===== src/rtl/mips150_wb_pkg.sv =====
// mips150_wb_pkg: shared definitions for the MIPS150 writeback stage.
//   - Load-type encodings carried down the pipe on m_load_type.
//   - Default datapath / register-address widths.
package mips150_wb_pkg;

  localparam int DW_DEF = 32;
  localparam int AW_DEF = 5;

  typedef logic [2:0] load_type_t;

  localparam load_type_t LT_W  = 3'd0;
  localparam load_type_t LT_B  = 3'd1;
  localparam load_type_t LT_BU = 3'd2;
  localparam load_type_t LT_H  = 3'd3;
  localparam load_type_t LT_HU = 3'd4;

endpackage


===== src/rtl/wb_stage_load_align.sv =====
// load_align: combinational big-endian load alignment and extension.
// Ports:
//   load_type  in  3   load kind (mips150_wb_pkg LT_* constants)
//   addr       in  2   byte offset of the effective address
//   rdata      in  32  raw data-memory word
//   data       out 32  aligned, sign/zero-extended load value
//   misalign   out 1   offset illegal for this load kind (ungated by valid)
// Reserved load_type codes pass the full word and never flag misalignment.
module load_align
  import mips150_wb_pkg::*;
(
  input  logic [2:0]  load_type,
  input  logic [1:0]  addr,
  input  logic [31:0] rdata,
  output logic [31:0] data,
  output logic        misalign
);

  logic signed [7:0]  byte_s;
  logic signed [15:0] half_s;

  always_comb begin
    // Byte 0 is the most significant byte (big-endian).
    case (addr)
      2'd0:    byte_s = $signed(rdata[31:24]);
      2'd1:    byte_s = $signed(rdata[23:16]);
      2'd2:    byte_s = $signed(rdata[15:8]);
      default: byte_s = $signed(rdata[7:0]);
    endcase
    half_s = addr[1] ? $signed(rdata[15:0]) : $signed(rdata[31:16]);

    data     = rdata;
    misalign = 1'b0;
    case (load_type)
      LT_B:  data = 32'(byte_s);
      LT_BU: data = {24'h00_0000, byte_s};
      LT_H: begin
        data     = 32'(half_s);
        misalign = addr[0];
      end
      LT_HU: begin
        data     = {16'h0000, half_s};
        misalign = addr[0];
      end
      LT_W:    misalign = |addr;
      default: ;
    endcase
  end

endmodule


===== src/rtl/wb_stage.sv =====
// wb_stage: MEM/WB pipeline register, load alignment, register-file write
// port and write-to-read bypass for the MIPS150 CPU.
// Ports:
//   clk, rst                  clock, synchronous active-high reset
//   stall, flush              hold / bubble the WB register (flush wins)
//   m_valid, m_reg_we, m_mem_to_reg, m_load_type, m_rd_addr, m_alu_result
//                             memory-stage results captured into WB
//   mem_rdata                 data-memory word for the load currently in WB
//   ra1, ra2, rf_rd1, rf_rd2  decode read addresses and raw RF read data
//   rf_we, rf_wa, rf_wd       register-file write port
//   rs_val, rt_val            bypassed decode operands
//   wb_valid, misalign_err    WB status
//   retire_count              retired-instruction counter
// Optional feature: define WB_RETIRE_CNT_EN to build the retire counter;
// otherwise retire_count is tied to zero.
module wb_stage
  import mips150_wb_pkg::*;
#(
  parameter int DW = DW_DEF,
  parameter int AW = AW_DEF
) (
  input  logic          clk,
  input  logic          rst,
  input  logic          stall,
  input  logic          flush,
  input  logic          m_valid,
  input  logic          m_reg_we,
  input  logic          m_mem_to_reg,
  input  logic [2:0]    m_load_type,
  input  logic [AW-1:0] m_rd_addr,
  input  logic [DW-1:0] m_alu_result,
  input  logic [DW-1:0] mem_rdata,
  input  logic [AW-1:0] ra1,
  input  logic [AW-1:0] ra2,
  input  logic [DW-1:0] rf_rd1,
  input  logic [DW-1:0] rf_rd2,
  output logic          rf_we,
  output logic [AW-1:0] rf_wa,
  output logic [DW-1:0] rf_wd,
  output logic [DW-1:0] rs_val,
  output logic [DW-1:0] rt_val,
  output logic          wb_valid,
  output logic          misalign_err,
  output logic [31:0]   retire_count
);

  logic          vld_p1_q,    vld_p1_d;
  logic          reg_we_p1_q, reg_we_p1_d;
  logic          m2r_p1_q,    m2r_p1_d;
  logic [2:0]    lt_p1_q,     lt_p1_d;
  logic [AW-1:0] rd_p1_q,     rd_p1_d;
  logic [DW-1:0] alu_p1_q,    alu_p1_d;

  logic [DW-1:0] load_data;
  logic          load_mis;

  // ---- MEM -> WB boundary ----
  always_comb begin
    vld_p1_d    = vld_p1_q;
    reg_we_p1_d = reg_we_p1_q;
    m2r_p1_d    = m2r_p1_q;
    lt_p1_d     = lt_p1_q;
    rd_p1_d     = rd_p1_q;
    alu_p1_d    = alu_p1_q;
    if (flush) begin
      vld_p1_d = 1'b0;
    end else if (!stall) begin
      vld_p1_d    = m_valid;
      reg_we_p1_d = m_reg_we;
      m2r_p1_d    = m_mem_to_reg;
      lt_p1_d     = m_load_type;
      rd_p1_d     = m_rd_addr;
      alu_p1_d    = m_alu_result;
    end
  end

  // Data fields are cleared too so rf_wa/rf_wd come out of reset at zero.
  always_ff @(posedge clk) begin
    if (rst) begin
      vld_p1_q    <= 1'b0;
      reg_we_p1_q <= 1'b0;
      m2r_p1_q    <= 1'b0;
      lt_p1_q     <= '0;
      rd_p1_q     <= '0;
      alu_p1_q    <= '0;
    end else begin
      vld_p1_q    <= vld_p1_d;
      reg_we_p1_q <= reg_we_p1_d;
      m2r_p1_q    <= m2r_p1_d;
      lt_p1_q     <= lt_p1_d;
      rd_p1_q     <= rd_p1_d;
      alu_p1_q    <= alu_p1_d;
    end
  end

  // ---- WB combinational writeback ----
  load_align u_load_align (
    .load_type (lt_p1_q),
    .addr      (alu_p1_q[1:0]),
    .rdata     (mem_rdata),
    .data      (load_data),
    .misalign  (load_mis)
  );

  assign wb_valid     = vld_p1_q;
  assign misalign_err = vld_p1_q & m2r_p1_q & load_mis;
  assign rf_wa        = rd_p1_q;
  assign rf_wd        = m2r_p1_q ? load_data : alu_p1_q;
  // rst gates the write so the instruction caught by a reset never commits.
  // The r0 gate also keeps the bypass from forwarding onto ra==0.
  assign rf_we        = vld_p1_q & reg_we_p1_q & (rd_p1_q != '0) & ~misalign_err & ~rst;

  assign rs_val = (rf_we && (ra1 == rf_wa)) ? rf_wd : rf_rd1;
  assign rt_val = (rf_we && (ra2 == rf_wa)) ? rf_wd : rf_rd2;

`ifdef WB_RETIRE_CNT_EN
  logic [31:0] cnt_q, cnt_d;

  // Counting only on non-stalled edges makes a held instruction count once.
  always_comb begin
    cnt_d = cnt_q;
    if (vld_p1_q && !stall && !misalign_err) begin
      cnt_d = cnt_q + 32'd1;
    end
  end

  always_ff @(posedge clk) begin
    if (rst) begin
      cnt_q <= '0;
    end else begin
      cnt_q <= cnt_d;
    end
  end

  assign retire_count = cnt_q;
`else
  assign retire_count = '0;
`endif

endmodule


===== config.mk =====
export PLATFORM = sky130hd
export DESIGN_NAME = wb_stage
export DESIGN_NICKNAME = d
export VERILOG_FILES = /design/src/rtl/mips150_wb_pkg.sv /design/src/rtl/wb_stage_load_align.sv /design/src/rtl/wb_stage.sv
export SDC_FILE = /design/constraint.sdc
export NUM_CORES = 1
export LEC_CHECK = 0
export BUFFER_PORTS_ARGS = -buffer_cell sky130_fd_sc_hd__buf_2
export CAP_MARGIN = 10
export CORE_AREA = 2 2 111 113
export DETAILED_ROUTE_END_ITERATION = 8
export DIE_AREA = 0 0 113 115
export MAX_ROUTING_LAYER = met4
export PLACE_DENSITY = 0.7
export SLEW_MARGIN = 20
export SYNTH_ARGS = -nofsm -noshare
export SYNTH_HDL_FRONTEND = slang
export SYNTH_SLANG_ARGS = --single-unit

===== constraint.sdc =====
create_clock -name clk -period 5.85 [get_ports clk]
set_input_delay 0.585 -clock clk [delete_from_list [all_inputs] [get_ports clk]]
set_output_delay 0.585 -clock clk [all_outputs]
set_load 0.01 [all_outputs]

Word level (Yosys, flattened, before mapping). Cells that the tools add are included.

Multiplexer cells: 7. Equal/unequal tests: 8. Reductions and logical operators: 9. Bitwise logic cells: 10.

Operators with widths (number): $pmux 32 s4 (1); $mux 32 (3); $pmux 8 s3 (1); $mux 16 (1); $eq 5x5->1 (2); $and 1x1->1 (6); $eq 3x2->1 const B (2); $reduce_or 2->1 (3); $reduce_bool 5->1 (1); $not 1->1 (4); $eq 3x1->1 const B (1); $eq 3x3->1 const B (1); $logic_not 3->1 (1); $eq 2x1->1 const B (1); $eq 2x2->1 const B (1); $logic_and 1x1->1 (2); $logic_not 2->1 (1); $pmux 1 s2 (1); $reduce_and 2->1 (1).

Register bits after elaboration: 43. Output and inout port bits: 136. Logic and storage cells: 40. Bits of input ports: 153.

Depth between registers and ports, before layout.
Word-level depth: 9. Mapped depth: 8. Depth with buffers taken out: 5.

Hierarchy. A second synthesis with hierarchy kept.

Cells, all modules: 471. Area total of the unflattened synthesis: 4340.4 sq um.

Modules (own cells, without submodules): wb_stage (sequential area each 860.8 sq um, area each 3293.2 sq um, instances 1, cells each 346); load_align (sequential area each 0.0 sq um, area each 1047.3 sq um, instances 1, cells each 125).

Least setup slack after synthesis. Ideal clock, no wire load.

Kind: input -> output. Start point: input port rst. End point: output port rs_val[10]. Setup slack: 3.234 ns. Required time: 5.265 ns. Cell stages on the path: 7. Arrival time: 2.031 ns. Path buffers: 3. Cells stage by stage: clkbuf_1 nor2_1 o21ai_1 or4_1 buf_6 buf_12 mux2_4.

Cells in the longest elaborated chain, start to end: 4.

RTL lines: start: declaration (line wb_stage.sv:23) `input logic rst,`; $not 1->1 (line wb_stage.sv:111) `assign rf_we = vld_p1_q & reg_we_p1_q & (rd_p1_q != '0) & ~misalign_err & ~rst;`; $and 1x1->1 (line wb_stage.sv:111); $logic_and 1x1->1 (line wb_stage.sv:113) `assign rs_val = (rf_we && (ra1 == rf_wa)) ? rf_wd : rf_rd1;`; $mux 32 (line wb_stage.sv:113); end: declaration (line wb_stage.sv:40) `output logic [DW-1:0] rs_val,`.

Every way passes these cells.

Worst setup path in the final report.
Start point: register lt_p1_q[1]. End point: output port rt_val[8].

Cells in the longest elaborated chain, start to end: 9. Elaborated cells between the ends (all ways): 15. Classes of those cells: 4 x eq/ne; 4 x mux; 4 x bitwise; 3 x reduce/logical.

RTL lines: start: declaration (line wb_stage.sv:50) `logic [2:0] lt_p1_q, lt_p1_d;`; start signal: assignment (line wb_stage.sv:90) `lt_p1_q <= lt_p1_d;`; $eq 3x2->1 / $eq 3x3->1 (equally long branches) (line wb_stage_load_align.sv:34) `case (load_type)`; $reduce_or 2->1 (no source line); $pmux 1 s2 (line wb_stage_load_align.sv:34); $and 1x1->1 (line wb_stage.sv:106) `assign misalign_err = vld_p1_q & m2r_p1_q & load_mis;`; $not 1->1 (line wb_stage.sv:111); $and 1x1->1 (2 in series) (line wb_stage.sv:111); $logic_and 1x1->1 (line wb_stage.sv:114) `assign rt_val = (rf_we && (ra2 == rf_wa)) ? rf_wd : rf_rd2;`; $mux 32 * (line wb_stage.sv:114); end: declaration (line wb_stage.sv:41) `output logic [DW-1:0] rt_val,`.

Mark *: on every way between the ends. The rest lies on a longest branch, timed or not.

==> metrics.yaml <==
drv_slew: 0
clk_pin_slew_worst_paths_ns: 0.06
rr_worst_depth: 2
nets: 900
ys_types: 41
tns_ns: 0
grt_pass1_wl_mm: 21.8
die_w_um: 113
syn_avg_cell_area_um2: 7.85
synth_top_area_share_pct: 21.8
drv_cap: 0
area_delta_synth_final_pct: 29.6
coreArea_um2: 11800
drc: 38
end_kind: "primary output"
critPathSlowestCell: "dfxtp_1"
path_buf_inv: 1
crit_chain: "or3_1, nand2_1, nor3_2, a221oi_1, mux2_4, buf_2"
ir_worst_vdd_mv: 0.0995
synthSimpleGateAreaFrac_pct: 18.5
cp_data_arrival_time_ns: 3.17
design.die.area_um2: 13000
critPathTopFamily: "simple AND/OR/NAND/NOR gates"
routed_wirelength_mm: 14.9
holdWs_ns: 0.454
finalSetupViolCount: 0
fin_crit_sh_pct: 64.2
p_leak_nw: 2.79
worstSetupPathType: "reg -> out"
synth_area_leaders: "mux2_4 22%, dfxtp_1 21%, nand2_1 11%"
cts_tree: "done"
r2r_slack_ns: 4.47
syn_inst: 526
cts_max_level: 2
drtPass1Iterations: 9
yosysSeqAreaShare_pct: 20.8
clock_sinks: 43
start_util_pct: 35.0
status: "complete, but fails checks"
gp_congestion: 0.818
wl_per_cell_um: 16.7
cts_resized: 0
netlist_area_um2: 4130
finalHoldViolCount: 0
cts_hold_buffers: 0
cp.depth: 6
path_max_fanout: 18
drt_iter0_markers: 283
period_needed_ns: 3.76
async_flop_share_pct: 0
rows: 40
synth_fa_ha_area_share_pct: 0
violations: "DRC"
yosys.area.top_type: "mux2_4"
startpoint_type: "flop"
rr_startpoint: "m2r_p1_q"
post_drt_via_cell_ratio: 4.97
min_delay_path_depth: 2
fin_worst_skew_ns: 0
clock_latency_ns: 0.28
hp-start: "alu_p1_q[30]"
cts_buffer_depth: 2
ys.warnings.count: 0
top_level_ports: 289
synth_mux_area_share_pct: 27.5
slew-limit-headroom_pct: 30.3
synth_top_family_by_area: "multiplexers"
fin_ws_ns: 2.09
ant_nets: 0
vias: 4450
clockRootBuffer: "clkbuf_16"
max_freq_mhz: 266
grt_pass1_vias: 4022
reg2reg_to: "m2r_p1_q"
yosys.area_share.xor_xnor_pct: 2.33
power_density_nw_per_um2: 165
min_to: "alu_p1_q[30]"
antenna_found_initial: 2
n_fill_cell: 1252
multi_input_area_um2: 2840
rsz0062_at_grt: "false"
max_stage_delay_ns: 0.64
cp.required_ns: 5.27
grt_usage_pct: 21.8
cts_buffers: 5
fp.dieH_um: 115
place_ws_ns: 2.14
seq_area_um2: 862
startpoint: "lt_p1_q[1]"
dpl.hpwl_mm: 11.6
grt_max_degree: 59
gr-total-overflow: 0
worst_pin_slew_ns: 1.05
synth-seq-cells: 43
synth_compound_area_share_pct: 16.9
synth-edff-count: 0
hp-class: "reg -> reg"
ys.flop_type: "dfxtp_1"
postCtsSetupRepairBufs: 0
io_buffers: 256
drive_gt1_share_pct: 45.3
layer usage:
metal	up-vias	GRT usage [%]	routed length [um]
met5	-	-	0
met4	0	4.55	285
met3	17	3.69	999
met2	196	38.2	7450
met1	2049	26.5	6190
li1	2188	-	-
power breakdown:
group          internal [mW]  leakage [nW]  switching [mW]
clock                  0.154        0.0628           0.112
sequential             0.306         0.352          0.0180
combinational          0.134          2.38           0.159
worst max path at each step:
stage | to | slack [ns]
after CTS | rt_val[31] | 1.90
after detailed placement | rs_val[0] | 2.14
after global routing | rt_val[8] | 1.79
after global placement | rs_val[0] | 2.17
after floorplan | rs_val[10] | 3.23
final | rt_val[8] | 2.09
worst min-delay path, delay by kind of cell (launching register included):
kind             cells  cell delay, ns
flip-flops           1            0.31
AO/OA/AOI/OAI        1            0.05
AND/OR/NAND/NOR      1            0.05
layout by cell type, fill, tap and decap left out, types with 3 or more instances in the layout:
cell,Yosys,routed
a221oi_1,8,8
buf_2,6,256
diode_2,0,3
nor2_1,51,50
mux2i_1,10,10
mux2_4,60,60
clkbuf_16,0,5
nand3_1,5,5
mux2_1,4,4
o21ai_0,16,16
nand2_1,116,116
a211o_1,7,7
xnor2_1,11,11
o221ai_1,8,8
dfxtp_1,43,42
mux2_2,8,8
a31oi_1,8,7
inv_1,11,11
conb_1,1,32
a21oi_1,60,60
flip-flops by register name, summed over array words and instances (netlist names):
signal	count
alu_p1_q	32
lt_p1_q	3
m2r_p1_q	1
reg_we_p1_q	1
rf_wa	5
wb_valid	1
synth_stat cells (7+ instances only):
cell,count
nand2_1,116
a21oi_1,60
mux2_4,60
nor2_1,51
dfxtp_1,43
buf_4,32
clkbuf_1,27
o21ai_0,16
inv_1,11
xnor2_1,11
mux2i_1,10
a221oi_1,8
a31oi_1,8
mux2_2,8
o221ai_1,8
a211o_1,7
stage by stage:
step           power (mW)  std cells  util [%]  instance area (um2)
3_3_place_gp        0.621        887      44.1                 5210
5_1_grt             0.931        895      45.3                 5350
4_1_cts             0.892        893      45.2                 5340
6_report            0.884        896      45.3                 5350
3_5_place_dp        0.624        887      44.1                 5210
2_1_floorplan       0.509        557         -                 4250
kinds of logic after synthesis:
family | count (synthesis)
multiplexers | 82
AO/OA/AOI/OAI | 116
flip-flops | 43
AND/OR/NAND/NOR | 188
XOR/XNOR | 11
other | 1
buffers and inverters | 85
area by class of cell:
type	instances	area share (%)
Sequential cell	43	16.1
Timing Repair Buffer	257	24.1
Antenna cell	3	0.140
Clock buffer	6	2.41
Multi-Input combinational cell	429	53.1
Tap cell	147	3.44
Inverter	11	0.772
No activity file was read; power rests on OpenSTA's default activity.
